**config.mk**
```make
export PLATFORM = sky130hd
export DESIGN_NAME = complex_dot_scheduler
export DESIGN_NICKNAME = d
export VERILOG_FILES = /design/src/rtl/complex_dot_scheduler.sv
export SDC_FILE = /design/constraint.sdc
export NUM_CORES = 1
export LEC_CHECK = 0
export ABC_AREA = 0
export ABC_CLOCK_PERIOD_IN_PS = 1800
export CAP_MARGIN = 5
export CELL_PAD_IN_SITES_DETAIL_PLACEMENT = 2
export CELL_PAD_IN_SITES_GLOBAL_PLACEMENT = 2
export CORE_AREA = 10 10 91 93
export CTS_CLUSTER_DIAMETER = 60
export CTS_CLUSTER_SIZE = 28
export DETAILED_ROUTE_END_ITERATION = 16
export DIE_AREA = 0 0 101 103
export PLACE_DENSITY = 0.7
export SLEW_MARGIN = 20
export SYNTH_ARGS = -nofsm -noshare
export SYNTH_HDL_FRONTEND = slang
export SYNTH_SLANG_ARGS = --single-unit
```
**constraint.sdc**
```tcl
create_clock -name clk_i -period 1.8 [get_ports clk_i]
set_input_delay 0.36 -clock clk_i [delete_from_list [all_inputs] [get_ports clk_i]]
set_output_delay 0.36 -clock clk_i [all_outputs]
set_load 0.02 [all_outputs]
```
**src/rtl/complex_dot_scheduler.sv**
```systemverilog
// rtl/complex_dot_scheduler.sv - row-major issue sequencer with in-order tag FIFO for the complex dot engine
module complex_dot_scheduler #(
   parameter int ROWS         = 4,
   parameter int COLS         = 4,
   parameter int MAX_INFLIGHT = 8
) (
   input  logic                      clk_i,
   input  logic                      rst_ni,
   input  logic                      start_i,
   input  logic                      flush_i,
   output logic                      busy_o,
   output logic                      done_o,
   output logic                      err_o,
   output logic                      issue_valid_o,
   input  logic                      issue_ready_i,
   output logic [$clog2(ROWS)-1:0]   issue_row_o,
   output logic [$clog2(COLS)-1:0]   issue_col_o,
   input  logic                      result_valid_i,
   output logic                      result_ready_o,
   output logic                      wr_valid_o,
   input  logic                      wr_ready_i,
   output logic [$clog2(ROWS)-1:0]   wr_row_o,
   output logic [$clog2(COLS)-1:0]   wr_col_o
);
   localparam int RW = $clog2(ROWS);
   localparam int CW = $clog2(COLS);
   localparam int PW = $clog2(MAX_INFLIGHT);
   localparam int IW = PW + 1;

   typedef enum logic [1:0] {S_IDLE, S_ISSUE, S_DRAIN} state_t;

   state_t            r_state;
   logic [RW-1:0]     r_row;
   logic [CW-1:0]     r_col;
   logic [IW-1:0]     r_inflight;
   logic [PW-1:0]     r_wptr;
   logic [PW-1:0]     r_rptr;
   logic [RW+CW-1:0]  r_tags [MAX_INFLIGHT];
   logic              r_done;
   logic              r_err;

   logic              w_empty;
   logic              w_issue_hs;
   logic              w_wb_hs;
   logic              w_last_coord;

   assign w_empty        = (r_inflight == '0);
   assign issue_valid_o  = (r_state == S_ISSUE) && (r_inflight < IW'(MAX_INFLIGHT));
   assign w_issue_hs     = issue_valid_o && issue_ready_i;
   assign result_ready_o = wr_ready_i && !w_empty;
   assign wr_valid_o     = result_valid_i && !w_empty;
   assign w_wb_hs        = result_valid_i && result_ready_o;
   assign w_last_coord   = &{r_row, r_col};

   // Head is gated so the tag outputs read 0 whenever nothing is in flight.
   assign {wr_row_o, wr_col_o} = w_empty ? '0 : r_tags[r_rptr];

   assign issue_row_o = r_row;
   assign issue_col_o = r_col;
   assign busy_o      = (r_state != S_IDLE);
   assign done_o      = r_done;
   assign err_o       = r_err;

   always_ff @(posedge clk_i) begin
      if (w_issue_hs) begin
         r_tags[r_wptr] <= {r_row, r_col};
      end
   end

   always_ff @(posedge clk_i) begin
      if (!rst_ni) begin
         r_state    <= S_IDLE;
         r_row      <= '0;
         r_col      <= '0;
         r_inflight <= '0;
         r_wptr     <= '0;
         r_rptr     <= '0;
         r_done     <= 1'b0;
         r_err      <= 1'b0;
      end else begin
         r_done <= 1'b0;
         if (flush_i) begin
            r_state    <= S_IDLE;
            r_row      <= '0;
            r_col      <= '0;
            r_inflight <= '0;
            r_wptr     <= '0;
            r_rptr     <= '0;
         end else begin
            if (result_valid_i && w_empty) begin
               r_err <= 1'b1;
            end
            // Power-of-two dims let the concatenated coordinate wrap row-major for free.
            if (w_issue_hs) begin
               {r_row, r_col} <= {r_row, r_col} + 1'b1;
               r_wptr         <= r_wptr + 1'b1;
            end
            if (w_wb_hs) begin
               r_rptr <= r_rptr + 1'b1;
            end
            case ({w_issue_hs, w_wb_hs})
               2'b10:   r_inflight <= r_inflight + 1'b1;
               2'b01:   r_inflight <= r_inflight - 1'b1;
               default: r_inflight <= r_inflight;
            endcase
            case (r_state)
               S_IDLE: begin
                  if (start_i) begin
                     r_state    <= S_ISSUE;
                     r_row      <= '0;
                     r_col      <= '0;
                     r_inflight <= '0;
                     r_wptr     <= '0;
                     r_rptr     <= '0;
                     r_err      <= 1'b0;
                  end
               end
               S_ISSUE: begin
                  if (w_issue_hs && w_last_coord) begin
                     r_state <= S_DRAIN;
                  end
               end
               S_DRAIN: begin
                  if (w_wb_hs && (r_inflight == IW'(1))) begin
                     r_state <= S_IDLE;
                     r_done  <= 1'b1;
                  end
               end
               default: r_state <= S_IDLE;
            endcase
         end
      end
   end
endmodule
```
== Yosys cells after proc, flatten, opt, wreduce, memory -nomap -nowiden ==
Memory sizes are Yosys's and may differ from the RTL's. A register that Yosys moved wholly into a read port is not among the register bits.
Cells that the tools add are included.
Storage, ports and cells
  flip-flop bits (word level): 18
  memory bits (writable): 32
  bits of input ports: 7
  output and inout bits: 14
  word-level logic and storage cells: 68
  memories kept: 1
Cells by class
  $add $sub $neg: 5
  order comparisons: 1
  eq/ne operators: 8
  mux-type cells: 27
  bitwise logic cells: 2
  reduce and logical (&&, ||, !) cells: 16
Memory list
  r_tags: words 8, bits a word 4, rd ports 1, clocked after memory_dff 1, wr ports 1, line 38  | logic [RW+CW-1:0] r_tags [MAX_INFLIGHT];
Operator list (count)
  $mux W3: 7
  $mux W2: 9
  $mux W4: 3
  $add A4 B1 Y4 const B: 2
  $logic_and A1 B1 Y1: 8
  $pmux W4 S2: 1
  $add A3 B1 Y3 const B: 2
  $mux W1: 6
  $pmux W2 S3: 1
  $eq A2 B1 Y1 const B: 2
  $eq A2 B2 Y1 const B: 2
  $eq A4 B1 Y1 const B: 1
  $logic_not A4 Y1: 1
  $lt A4 B4 Y1 const B: 1
  $ne A2 B2 Y1 const B: 2
  $reduce_and A4 Y1: 1
  $sub A4 B1 Y4 const B: 1
  $reduce_and A3 Y1: 1
  $reduce_or A3 Y1: 1
  $logic_not A2 Y1: 1
  $ne A2 B1 Y1 const B: 1
  $not A1 Y1: 2
  $reduce_bool A2 Y1: 1
  $reduce_or A2 Y1: 1
  $logic_not A1 Y1: 1

== Longest topological paths before layout ==
  depth after elaboration: 8
  depth in mapped cells: 6
  gate-level depth less buffers: 6

== Worst setup path after synthesis ==
No wires, ideal clock.
  path type: register to output
  start: register, netlist name r_rptr[0]
  end: output wr_col_o[0]
  arrival: 1.328 ns
  data required time: 1.440 ns
  setup slack: 0.112 ns
  cell stages (with the launch flop): 5
  buffers on the path: 1
  cells stage by stage: dfxtp_1 > buf_2 > mux4_2 > mux2i_1 > nor2_1
RTL lines
  end: declaration: line 23  | output logic [$clog2(COLS)-1:0] wr_col_o

==> summary.md <==
| Metric | Value |
|---|---|
| Run status | complete, but fails checks |
| Failing checks | negative setup slack |
| NetSw | 0.0004415 W |
| Total congestion overflow | 0 |
| TritonCTS clock tree | done |
| Peak VDD IR | 0.3902 mV |
| Number of global-route vias before repair | 1825 |
| Critical Path Start Type | register |
| Max FO, Critical Path | 8 |
| GRT Util Overall | 12.39% |
| Final Setup Violations | 6 |
| Relative slew slack | 74.36% |
| Num rows | 30 |
| Die Ht | 103 um |
| Final wirelength | 6.203 mm |
| Effective utilization at floorplan | 33.33% |
| Max cap viols | 0 |
| Slew @ Worst Pin | 0.3837 ns |
| Nets | 235 |
| DR iter-0 viols | 83 |
| Tot Pwr | 0.002115 W |
| DP Wirelength | 4.644 mm |
| Period utilization | 113.9% |
| Syn Inst Count | 166 |
| Top cell type's share of synthesized area | 43.89% |
| Ports | 21 |
| Sequential area share after synthesis | 60.34% |
| Most frequent cell after synthesis | edfxtp_1 |
| Synth area leader | edfxtp_1 |
| Share of the core filled with cells | 44.50% |
| Antenna violations before repair | 0 |
| DRC Markers | 0 |
| TritonCTS Buffers | 5 |
| Chip Width | 101 um |
| Share of cells above drive strength 1 | 33.18% |
| Worst path required time | 1.44 ns |
| Setup TNS Final | -1.116 ns |
| F_max | 0.4879 GHz |
| Clock power frac | 38.1% |
| Leakage | 1.045 nW |
| WP data arrival | 1.69 ns |
| Min setup slack post-route | -0.2497 ns |
| H-tree depth | 2 |
| RD Place Congestion | 0.8714 |
| Register-to-Register Setup Slack | 0.08 ns |
| Element type at the critical path end | output port |
| Clock period minus worst slack | 2.050 ns |
| Synthesized flop and latch total | 50 |
| Core Area | 0.006569 mm2 |
| Syn Nets | 179 |
| Combinational power share | 4.5% |
| Final Hold Fails | 0 |
| RSZ-0062 raised after global routing | yes |
| Clock slew at reported path FFs | 0.10 ns |
| Port Buffers | 20 |
| Pwr Density | 723.8 mW/mm2 |
| Top sig layer | met4 |
| WL per Instance | 20.47 um |
| Synth async-reset ratio | 0% |
| Power Internal | 0.001674 W |
| Max Buffers Root-to-Sink | 2 |
| Syn avg cell area | 13.19 um2 |
| Clk sink count | 50 |
| Sequential power share | 57.4% |
| Cell Area, Synth | 0.002190 mm2 |
| Clock Skews | 0.007468 ns |
| Clock latency on the worst-skew pair | 0.30 ns |
| Top post-synthesis cells by area | edfxtp_1, dfxtp_1, mux4_2, ha_1, nor2_1 |
| Ys Warns | 0 |
| M1 WL | 2.678 mm |
| Antenna viol nets, final | 0 |
| Hold/Removal Path Class | reg2reg |
| EDFF count, synth | 32 |
| Worst setup path category | reg2out |
| Sw Share | 20.87% |
| Post-synth cell types | 38 |
| Synth top cells by count | edfxtp_1, dfxtp_1, nor2_1 |
| Largest net degree at the start of global routing | 17 |
| Vias | 1531 |
| FILL cells | 651 |
| Clock root buffer | clkbuf_8 |
| Met2 wire len | 3.216 mm |
| Area Growth Syn to Fin | 33.49% |
| First-pass GRT wire length | 10.12 mm |
| Met3 WL post-DR | 235 um |
| Pins Over Slew Limit | 0 |
| Die area | 0.01040 mm2 |
| ANT cells | 0 |
| Synth Flop Type | edfxtp_1 |
| Via density | 5.053 |
| Router iterations before antenna repair | 4 |
placed cells by master (no fill, tap or decap), drive strengths merged, types with 2 or more instances in the layout:
cell type	instances
nor3b	4
a21oi	7
nand2b	4
xnor2	3
mux2i	4
clkdlybuf4s50	12
xor2	4
clkbuf	5
nor4	2
buf	42
nor3	7
mux4	8
dfxtp	18
o21ai	3
and2	3
nand3	5
inv	6
nor2	16
edfxtp	32
nand4	3
ha	6
nand2	12
power groups by stage:
stage	Combinational, W	Clock [W]	Sequential, W
CTS	0.0000917	0.000830	0.00121
global route	0.000104	0.000876	0.00121
global placement	0.0000857	0	0.00124
floorplan	0.0000360	0	0.00124
detailed placement	0.0000902	0	0.00124
finish	0.0000958	0.000806	0.00121
timing repair:
| action | 4_1_cts | 5_1_grt |
|---|---|---|
| buffers inserted | 3 | 1 |
| hold buffers | 0 | 0 |
| endpoints found under the setup margin | 11 | 11 |
| resized for setup | 41 | 10 |
| pin swaps | 3 | 3 |
through the flow:
stage / hold slack, ns / setup slack [ns] / std cells / instance area (um2)
finish: 0.5074 / -0.2497 / 303 / 2923
global route: 0.5530 / -0.3307 / 303 / 2923
CTS: 0.5120 / -0.2650 / 302 / 2873
detailed placement: 0.5167 / -0.3695 / 291 / 2731
global placement: 0.5066 / -0.3012 / 291 / 2731
floorplan: 0.4693 / 0.1120 / 166 / 2190
registers in the layout, summed over array words and instances, names as in the netlist:
| register | count |
|---|---|
| r_wptr | 3 |
| done_o | 1 |
| r_state | 2 |
| r_rptr | 3 |
| r_inflight | 4 |
| r_tags | 32 |
| issue_row_o | 2 |
| err_o | 1 |
| issue_col_o | 2 |
logic make-up (layout without fill, tap and decap cells):
family	Yosys count	count (layout)	synth area share, %
buffers and inverters	12	69	2.514
muxes	12	12	10.06
DFF	50	50	60.34
adders and majority gates	6	6	3.428
AOI/OAI and AO/OA	17	17	5.086
xor gates and xnor gates	7	7	2.800
and+or+nand+nor	62	62	15.77
metal layers:
metal | vias up | track usage (%)
li1 | 726 | -
met1 | 771 | 14.20
met2 | 28 | 21.97
met3 | 6 | 3.485
met4 | 0 | 3.537
met5 | - | 0
worst paths after layout:
kind,from,endpoint,cells after the start
worst min register to register,r_state[1],r_state[0],1
worst min-delay path,r_state[1],r_state[0],1
worst max-delay path,r_rptr[0],wr_col_o[0],5
worst max register to register,r_inflight[1],r_inflight[2],9
area by class of cell:
type | count | area, um2 | area share, %
Timing Repair Buffer | 56 | 501.7 | 17.17
Clock buffer | 5 | 68.82 | 2.354
Tap cell | 80 | 100.1 | 3.425
Multi-Input combinational cell | 104 | 863.3 | 29.54
Inverter | 5 | 18.77 | 0.6421
Sequential cell | 50 | 1326 | 45.38
Clock inverter | 3 | 43.79 | 1.498
worst max-delay path, stage by stage, from the launching register on:
cell and delay [ns]:
dfxtp_2 0.37, buf_12 0.14, mux4_2 0.51, mux2i_1 0.16, nor2_1 0.06, buf_4 0.15
Power figures use the tool's default switching activity.
